`config.mk`:
```
export PLATFORM = sky130hd
export DESIGN_NAME = mux_reorder2_flat
export DESIGN_NICKNAME = d
export VERILOG_FILES = /design/src/rtl/mux_reorder2_pkg.sv /design/src/rtl/mux_reorder2_if.sv /design/src/rtl/mux_reorder2_fifo_lane.sv /design/src/rtl/mux_reorder2.sv /design/src/flat_wrapper.sv
export SDC_FILE = /design/constraint.sdc
export NUM_CORES = 1
export LEC_CHECK = 0
export CORE_ASPECT_RATIO = 1.4
export CORE_MARGIN = 5
export CORE_UTILIZATION = 40
export CTS_BUF_LIST = sky130_fd_sc_hd__clkbuf_4 sky130_fd_sc_hd__clkbuf_8
export DETAILED_ROUTE_END_ITERATION = 8
export HOLD_SLACK_MARGIN = 0.03
export PLACE_DENSITY_LB_ADDON = 0.05
export SKIP_CTS_REPAIR_TIMING = 1
export SYNTH_ARGS = -nofsm -noshare
export SYNTH_HDL_FRONTEND = slang
export SYNTH_SLANG_ARGS = --single-unit
```
`constraint.sdc`:
```
create_clock -name clk -period 7.61 [get_ports clk]
set_input_delay 1.522 -clock clk [delete_from_list [all_inputs] [get_ports clk]]
set_output_delay 1.522 -clock clk [all_outputs]
set_load 0.01 [all_outputs]
```
`src/rtl/mux_reorder2_pkg.sv`:
```
// Shared parameters, scheduler state encoding and output payload for mux_reorder2.
package reorder_pkg;

  localparam int unsigned BW    = 4;
  localparam int unsigned DEPTH = 4;
  localparam int unsigned AW    = 2;

  typedef enum logic {
    LANE0 = 1'b0,
    LANE1 = 1'b1
  } lane_e;

  typedef struct packed {
    logic          valid;
    logic [BW-1:0] data;
  } word_t;

endpackage

```
`src/rtl/mux_reorder2_if.sv`:
```
// Lane inputs, merged output and status of mux_reorder2.
// err_cnt exists only when MUX_REORDER_ERRCNT_EN is defined.
interface mux_reorder2_if;
  import reorder_pkg::*;

  logic [BW-1:0] data_in0;
  logic          valid_in0;
  logic [BW-1:0] data_in1;
  logic          valid_in1;
  logic [BW-1:0] data_out;
  logic          valid_out;
  logic          full0;
  logic          full1;
  logic          empty0;
  logic          empty1;
  logic          overflow0;
  logic          overflow1;
`ifdef MUX_REORDER_ERRCNT_EN
  logic [7:0]    err_cnt;
`endif

  modport master (
    output data_in0, valid_in0, data_in1, valid_in1,
    input  data_out, valid_out, full0, full1, empty0, empty1, overflow0, overflow1
`ifdef MUX_REORDER_ERRCNT_EN
    , input err_cnt
`endif
  );

  modport slave (
    input  data_in0, valid_in0, data_in1, valid_in1,
    output data_out, valid_out, full0, full1, empty0, empty1, overflow0, overflow1
`ifdef MUX_REORDER_ERRCNT_EN
    , output err_cnt
`endif
  );

endinterface

```
`src/rtl/mux_reorder2_fifo_lane.sv`:
```
// Per-lane FIFO: register array, wrapping pointers, count and registered full/empty flags.
module fifo_lane #(
  parameter int unsigned BW    = 4,
  parameter int unsigned DEPTH = 4
) (
  input  logic          clk,
  input  logic          reset_L,
  input  logic          push,
  input  logic          pop,
  input  logic [BW-1:0] din,
  output logic [BW-1:0] head,
  output logic          full,
  output logic          empty
);

  localparam int unsigned AW = $clog2(DEPTH);
  localparam int unsigned CW = AW + 1;

  logic [BW-1:0] mem [DEPTH];
  logic [AW-1:0] wr_ptr;
  logic [AW-1:0] rd_ptr;
  logic [CW-1:0] count;
  logic [CW-1:0] count_nxt_c;

  always_comb count_nxt_c = count + CW'(push) - CW'(pop);

  assign head = mem[rd_ptr];

  always_ff @(posedge clk or negedge reset_L) begin
    if (!reset_L) begin
      wr_ptr <= '0;
      rd_ptr <= '0;
      count  <= '0;
      full   <= 1'b0;
      empty  <= 1'b1;
    end else begin
      if (push) wr_ptr <= wr_ptr + AW'(1);
      if (pop)  rd_ptr <= rd_ptr + AW'(1);
      count <= count_nxt_c;
      full  <= (count_nxt_c == CW'(DEPTH));
      empty <= (count_nxt_c == '0);
    end
  end

  // Storage needs no reset: count/empty guard every read.
  always_ff @(posedge clk) begin
    if (push) mem[wr_ptr] <= din;
  end

endmodule

```
`src/rtl/mux_reorder2.sv`:
```
// Merges two lane FIFOs back into one stream in strict lane0/lane1 alternation.
// Optional dropped-word counter enabled by MUX_REORDER_ERRCNT_EN.
module mux_reorder2
  import reorder_pkg::*;
(
  input  logic           clk,
  input  logic           reset_L,
  mux_reorder2_if.slave  bus
);

  lane_e         sel;
  word_t         out_q;
  logic          ov0_q;
  logic          ov1_q;
  logic [BW-1:0] head0;
  logic [BW-1:0] head1;
  logic          pop0_c;
  logic          pop1_c;
  logic          push0_c;
  logic          push1_c;
  logic          drop0_c;
  logic          drop1_c;

  // A full lane still accepts when its head leaves in the same cycle.
  always_comb begin
    pop0_c  = (sel == LANE0) && !bus.empty0;
    pop1_c  = (sel == LANE1) && !bus.empty1;
    push0_c = bus.valid_in0 && (!bus.full0 || pop0_c);
    push1_c = bus.valid_in1 && (!bus.full1 || pop1_c);
    drop0_c = bus.valid_in0 && !push0_c;
    drop1_c = bus.valid_in1 && !push1_c;
  end

  fifo_lane #(.BW(BW), .DEPTH(DEPTH)) u_lane0 (
    .clk(clk), .reset_L(reset_L), .push(push0_c), .pop(pop0_c),
    .din(bus.data_in0), .head(head0), .full(bus.full0), .empty(bus.empty0)
  );

  fifo_lane #(.BW(BW), .DEPTH(DEPTH)) u_lane1 (
    .clk(clk), .reset_L(reset_L), .push(push1_c), .pop(pop1_c),
    .din(bus.data_in1), .head(head1), .full(bus.full1), .empty(bus.empty1)
  );

  // Scheduler waits on an empty lane instead of skipping it, preserving order.
  always_ff @(posedge clk or negedge reset_L) begin
    if (!reset_L) begin
      sel   <= LANE0;
      out_q <= '0;
      ov0_q <= 1'b0;
      ov1_q <= 1'b0;
    end else begin
      ov0_q <= ov0_q | drop0_c;
      ov1_q <= ov1_q | drop1_c;
      case (sel)
        LANE0: begin
          if (!bus.empty0) begin
            out_q <= '{valid: 1'b1, data: head0};
            sel   <= LANE1;
          end else begin
            out_q.valid <= 1'b0;
          end
        end
        LANE1: begin
          if (!bus.empty1) begin
            out_q <= '{valid: 1'b1, data: head1};
            sel   <= LANE0;
          end else begin
            out_q.valid <= 1'b0;
          end
        end
        default: begin
          sel         <= LANE0;
          out_q.valid <= 1'b0;
        end
      endcase
    end
  end

  assign bus.data_out  = out_q.data;
  assign bus.valid_out = out_q.valid;
  assign bus.overflow0 = ov0_q;
  assign bus.overflow1 = ov1_q;

`ifdef MUX_REORDER_ERRCNT_EN
  logic [7:0] err_q;
  logic [8:0] err_sum_c;

  always_comb err_sum_c = {1'b0, err_q} + 9'(drop0_c) + 9'(drop1_c);

  always_ff @(posedge clk or negedge reset_L) begin
    if (!reset_L) err_q <= '0;
    else          err_q <= (err_sum_c > 9'd255) ? 8'hFF : err_sum_c[7:0];
  end

  assign bus.err_cnt = err_q;
`endif

endmodule
```
`src/flat_wrapper.sv`:
```
// flat-port wrapper written by rule: the top's interface ports become plain ports
module mux_reorder2_flat import reorder_pkg::*;
  (clk, reset_L, bus_data_in0, bus_valid_in0, bus_data_in1, bus_valid_in1, bus_data_out, bus_valid_out, bus_full0, bus_full1, bus_empty0, bus_empty1, bus_overflow0, bus_overflow1);
  mux_reorder2_if bus_i ();
  input  logic clk;
  input  logic reset_L;
  input wire logic [$bits(bus_i.data_in0)-1:0] bus_data_in0;
  input wire logic [$bits(bus_i.valid_in0)-1:0] bus_valid_in0;
  input wire logic [$bits(bus_i.data_in1)-1:0] bus_data_in1;
  input wire logic [$bits(bus_i.valid_in1)-1:0] bus_valid_in1;
  output wire logic [$bits(bus_i.data_out)-1:0] bus_data_out;
  output wire logic [$bits(bus_i.valid_out)-1:0] bus_valid_out;
  output wire logic [$bits(bus_i.full0)-1:0] bus_full0;
  output wire logic [$bits(bus_i.full1)-1:0] bus_full1;
  output wire logic [$bits(bus_i.empty0)-1:0] bus_empty0;
  output wire logic [$bits(bus_i.empty1)-1:0] bus_empty1;
  output wire logic [$bits(bus_i.overflow0)-1:0] bus_overflow0;
  output wire logic [$bits(bus_i.overflow1)-1:0] bus_overflow1;
  assign bus_i.data_in0 = bus_data_in0;
  assign bus_i.valid_in0 = bus_valid_in0;
  assign bus_i.data_in1 = bus_data_in1;
  assign bus_i.valid_in1 = bus_valid_in1;
  assign bus_data_out = bus_i.data_out;
  assign bus_valid_out = bus_i.valid_out;
  assign bus_full0 = bus_i.full0;
  assign bus_full1 = bus_i.full1;
  assign bus_empty0 = bus_i.empty0;
  assign bus_empty1 = bus_i.empty1;
  assign bus_overflow0 = bus_i.overflow0;
  assign bus_overflow1 = bus_i.overflow1;
  mux_reorder2 u_core (.clk(clk), .reset_L(reset_L), .bus(bus_i));
endmodule
```
==> summary.md <==
| Metric | Value |
|---|---|
| Status | `finished clean` |
| Core area | `about 6000 sq um` |
| Top Family by Delay on Critical Path | `adder cells` |
| Ys Warns | `0` |
| GRT Overall Usage | `0.129` |
| # H-tree levels | `3` |
| Commonest cells after routing, fill and taps aside | `edfxtp_1 (32), dfrtp_1 (24), clkdlybuf4s50_1 (22)` |
| CP Max Fanout | `7` |
| Skew-Pair Late Insertion Delay | `roughly 330 ps` |
| Worst Hold Launch | `u_core.bus.overflow1` |
| Fin crit share | `0.481` |
| Grt ovf | `0` |
| Min-Delay Path Class | `reg -> reg` |
| CTS tree | `yes` |
| Clk buf depth | `2` |
| Seq/Total Area, Yosys | `0.665` |
| Antenna-violating nets left | `0` |
| Max-cap violations | `0` |
| Vias in the first global route | `1313` |
| Slew Limit Headroom | `0.759` |
| First-pass GRT wire length | `between 7 and 8 mm` |
| Row cnt | `33` |
| Wire per inst | `around 16 um` |
| #FFs+latches synth | `58` |
| Final Setup Violations | `0` |
| Worst vdd ir | `~0.18 mV` |
| CP Cell Sequence | `clkdlybuf4s50_1 > a21boi_2 > inv_1 > ha_1 > inv_1 > ha_1 > inv_1 > fa_1 > xnor2_1 > xnor2_1 > nor3b_1` |
| P_sw | `~390 uW` |
| Initial antenna violation count | `0` |
| Setup Skew | `approximately 5.7 ps` |
| CP max-delay cell | `clkdlybuf4s50_1` |
| Clock power share | `0.261` |
| Cell count after synthesis | `~140` |
| Syn_nets | `170` |
| RSZ-0062 raised after global routing | `false` |
| GPL Wtd Cong | `0.702` |
| PortBufs | `22` |
| Netlist cell types | `25` |
| Placed Cells incl. Taps | `between 200 and 250` |
| Initial Util | `0.414` |
| Detailed Routing Iterations Pass 1 | `4` |
| Synth Flop Type | `edfxtp_1` |
| Most common library cell in the layout ignoring fill and taps | `edfxtp_1` |
| Die Area | `approximately 7700 sq um` |
| Io pins | `23` |
| Final Hold Fails | `0` |
| Worst Tran Pin Value | `about 360 ps` |
| Min Tclk post-route | `3660 ps` |
| P&R area growth vs syn | `21.6%` |
| Worst Setup End Kind | `flop` |
| Sequential power share | `0.410` |
| Setup TNS Final | `0 ps` |
| WP data arrival | `3900 ps` |
| Die width | `about 76 um` |
| Int Pwr | `between 800 and 900 uW` |
| Power density cells | `about 430 nW/um^2` |
| Worst Setup SP | `bus_valid_in1` |
| Logic gate share of total power | `0.329` |
| Net Sw Frac | `0.307` |
| Detailed placement HPWL | `about 3.1 mm` |
| F_max | `273 MHz` |
| CTS clk-pin slew, worst paths | `around 60 ps` |
| Mean Syn Cell Area | `16.8 sq um` |
| Largest net degree at the start of global routing | `27` |
| Crit-path max cell delay | `470 ps` |
| Vias per Instance | `~5` |
| Share of cells above drive strength 1 | `0.155` |
| Setup CP Type | `in -> reg` |
| Crit-path most repeated cell | `inv_1` |
| Total CTS buffers | `9` |
| Root Buffer | `clkbuf_8` |
| Count of pins over their slew limit | `0` |
| Chip height | `around 100 um` |
| Leak | `around 1.2 nW` |
| Buf/Inv on CP | `4` |
| Crit start category | `input port` |
| Synth async-reset ratio | `0.448` |
| Clk sinks | `58` |
| First DRT Iteration DRCs | `61` |
| Req. time, crit path | `around 7900 ps` |
| Post-synth EDFFs | `32` |
| DRT Wirelength | `between 4 and 5 mm` |
| Total inserted antenna cells | `0` |
| Mapped Area | `~2400 sq um` |
| Layout Nets | `202` |
| Drt drc | `0` |
| Finished Layout Cells | `approximately 250` |
| R2r startpoint | `u_core.sel` |
| Vias | `about 1.2k` |
[cells in the mapped netlist (all sizes together) (3+ instances only)]
library cell | number | area [sq um]
ha | 12 | 150
xnor2 | 9 | 78.8
and2 | 8 | 50.1
dfrtp | 24 | 601
mux4 | 8 | 195
a22oi | 4 | 30.0
o21ai | 3 | 15.0
edfxtp | 32 | 961
inv | 18 | 67.6
[layout make-up]
class / count / area (sq um)
repair buffers: 23 / 228
well taps: 70 / 87.6
flip-flops and latches: 58 / 1610
inverters: 18 / 67.6
clock buffers: 9 / 124
fillers: 484 / 2910
multi-input cells: 66 / 722
clock inverters: 7 / 108
[worst register-to-register path, delay by kind of cell (launching register included)]
kind	cells	cell delay (ps)
compound gates	1	330
xor+xnor	2	370
fa+ha+maj	3	810
buf+inv	3	190
flops	1	450
simple gates	2	430
[cell families (layout without fill, tap and decap cells)]
kind of cell | Yosys count | in the layout | share of synthesized area
xor+xnor | 10 | 10 | 0.0361
simple gates | 17 | 17 | 0.0428
fa+ha+maj | 14 | 14 | 0.0784
compound gates | 13 | 13 | 0.0423
flops | 58 | 58 | 0.665
buf+inv | 20 | 57 | 0.0371
mux | 12 | 12 | 0.0980
[final timing paths]
kind / end / slack, ps / depth (start not counted)
max in group asynchronous: u_core.u_lane0.empty / 5720 / 2
worst min-delay path: u_core.bus.overflow1 / 480 / 1
min in group asynchronous: u_core.u_lane1.wr_ptr[0] / 1570 / 2
worst min register to register: u_core.bus.overflow1 / 480 / 1
worst max register to register: u_core.u_lane1.full / 4950 / 11
worst max-delay path: u_core.u_lane1.full / 3950 / 11
[state kept, by name (all words and copies together) (netlist names), 2 cells and up]
| name | flops |
|---|---|
| u_core.u_lane1.count | 3 |
| u_core.u_lane1.wr_ptr | 2 |
| u_core.u_lane0.mem | 16 |
| u_core.u_lane1.rd_ptr | 2 |
| u_core.u_lane0.rd_ptr | 2 |
| u_core.u_lane1.mem | 16 |
| u_core.u_lane0.wr_ptr | 2 |
| u_core.u_lane0.count | 3 |
| u_core.bus.data_out | 4 |
[per-stage QoR]
stage / hold WS (ps) / power (mW) / util / cell area [sq um] / worst slack [ps]
floorplan: 456 / 0.804 / - / 2430 / 4340
global placement: 453 / 0.922 / 0.464 / 2720 / 3670
detailed placement: 467 / 0.948 / 0.464 / 2720 / 3580
CTS: 486 / 1.28 / 0.503 / 2950 / 3920
global route: 506 / 1.35 / 0.503 / 2950 / 3720
finish: 479 / 1.26 / 0.503 / 2950 / 3950
[power groups by stage]
| stage | Clock (mW) | Sequential, mW | Combinational (mW) |
|---|---|---|---|
| 5_1_grt | 0.354 | 0.532 | 0.464 |
| 3_5_place_dp | 0 | 0.523 | 0.424 |
| 3_3_place_gp | 0 | 0.518 | 0.404 |
| 2_1_floorplan | 0 | 0.505 | 0.299 |
| 4_1_cts | 0.335 | 0.518 | 0.425 |
| 6_report | 0.328 | 0.515 | 0.413 |
[routing by layer]
layer / wire length, um / share of wire / track usage / vias to the layer above
li1: - / - / - / 580
met1: 1730 / 0.42 / 0.154 / 622
met2: 2190 / 0.53 / 0.207 / 26
met3: 155 / 0.037 / 0.0413 / 7
met4: 65 / 0.016 / 0.0646 / 0
met5: 0 / 0 / 0 / -
(Power assumes the default switching activity.)
==> variant: new RTL, config.mk and constraints unchanged <==
`DEPTH` is set to 4 in 2 places; all go to 8.
--- a/src/rtl/mux_reorder2_pkg.sv
+++ b/src/rtl/mux_reorder2_pkg.sv
@@ -2,7 +2,7 @@
 package reorder_pkg;
 
   localparam int unsigned BW    = 4;
-  localparam int unsigned DEPTH = 4;
+  localparam int unsigned DEPTH = 8;
   localparam int unsigned AW    = 2;
 
   typedef enum logic {
--- a/src/rtl/mux_reorder2_fifo_lane.sv
+++ b/src/rtl/mux_reorder2_fifo_lane.sv
@@ -1,7 +1,7 @@
 // Per-lane FIFO: register array, wrapping pointers, count and registered full/empty flags.
 module fifo_lane #(
   parameter int unsigned BW    = 4,
-  parameter int unsigned DEPTH = 4
+  parameter int unsigned DEPTH = 8
 ) (
   input  logic          clk,
   input  logic          reset_L,
Formal check against the unedited RTL: not equivalent (Yosys sat finds a counterexample within 10 cycles, from zero or initial values and one cycle with reset_L low).
==> variant against the unedited design <==
Total power is 43% higher. Largest cell class unchanged. Sequential cell count is 38 higher. Count of clock-buffer cells in the layout is 1 higher. Largest power group unchanged. Setup slack worse by 17 ps. Synthesized area is 66% higher. Routed wire length is 71% higher. First-iteration DRC count is 44% higher. Final area is 57% higher. Sequential share of layout area is 4.3 points higher.
==> variant: results (changes against the unedited design) <==
[cts]
h-tree-depth = 3  ; unchanged
cts_buffers = 9  ; unchanged
clk_latency_ps = 370  ; +40 ps
clkTransAtPathRegs_ps = 80  ; +20 ps

[pwr]
p_leak_nw = 1.756  ; +49%
ir_worst_vdd_mv = 0.1941  ; +5.3%

[worst_setup_path]
worstPathArrival_ps = 3980  ; +80 ps
critPathMaxFanout = 5  ; -2

[placed_design]
dpl.hpwl_um = 5179  ; +67%
globalplace.congestion = 0.7807  ; +11%
port_buffers = 22  ; unchanged
placed_cells = 422  ; +80%

[synthesis]
async_reset_ff_share_pct = 33.33  ; -11 points
syn_avg_cell_area_um2 = 14.88  ; -12%
yosys-top-cells-area = edfxtp_1, dfrtp_1, mux4_1
mappedNetlistNets = 296  ; +74%
synth.distinct_cells = 33  ; +32%
yosysWarnings = 0  ; unchanged
netlist_top_cells_count = edfxtp_1, nand2_1, dfrtp_1
ys_seq_area_share_pct = 67.85  ; +1.3 points
synth_edf_count = 64  ; +100%

[timing]
fin_skew_ps = 7.300  ; +1.557 ps
relSlewSlack_pct = 26.42  ; -49 points

[grt]
grt_use_total_pct = 13.08  ; +0.14 points
grt_start_max_net_pins = 33  ; +22%
grt_pass1_vias = 2213  ; +69%
grt_pass1_wl_um = 11560  ; +65%

[final_layout]
finalNonFillerCells = 438  ; +75%
drive_gt1_share_pct = 9.241  ; -6.2 points
num-nets-final = 324  ; +60%

[routing]
firstDrtPassIters = 3  ; -1
drtIter0Drc = 88  ; +44%
vias = 2109  ; +71%
drt_wl_total_um = 7078  ; +71%

[hold_path]
min_path_type = reg2reg

[outcome]
status = complete, no violations

[variant: layout make-up]
| class | instances | area (um2) |
|---|---|---|
| repair buffers | 23 | 227.7 |
| multi-input cells | 150 | 1189 |
| fillers | 889 | 5226 |
| clock inverters | 6 | 107.6 |
| flip-flops and latches | 96 | 2725 |
| clock buffers | 10 | 131.4 |
| inverters | 18 | 70.07 |
| well taps | 135 | 168.9 |
[variant: routing by layer]
layer  routed length (um)  GRT usage, %
met4                  175         6.882
met2                 3794         22.92
met5                    0             0
met1                 2953         14.80
met3                  154         2.690
[variant: worst paths after layout]
path	cells past startpoint	startpoint	slack [ps]	endpoint
worst max-delay path	11	bus_valid_in1	3930	u_core.u_lane1.full
worst min-delay path	1	u_core.bus.overflow1	470	u_core.bus.overflow1
worst max register to register	11	u_core.u_lane1.empty	4890	u_core.u_lane1.full
worst min register to register	1	u_core.bus.overflow1	470	u_core.bus.overflow1
max in group asynchronous	2	reset_L	5720	u_core.u_lane1.empty
min in group asynchronous	2	reset_L	1550	u_core.bus.valid_out
[variant: stage by stage]
step                      power (mW)  worst slack, ps  instance area, um2
after global routing           1.932             3770                4619
after global placement         1.434             3574                4380
after floorplan                1.248             4190                4016
after CTS                      1.836             3928                4619
after detailed placement       1.440             3542                4380
final                          1.799             3934                4619
[variant: power breakdown]
part	internal, mW	switching [mW]
clock network	0.221	0.172
registers	0.694	0.129
logic	0.298	0.286
[variant: logic make-up after synthesis]
kind of cell               after synthesis  share of synthesized area [%]
DFF                                     96                          67.85
and+or+nand+nor                         81                          9.190
muxes                                   25                          9.626
buffers and inverters                   24                          2.555
AOI/OAI and AO/OA                       17                          3.208
adders and majority gates               14                          4.735
xor gates and xnor gates                13                          2.835
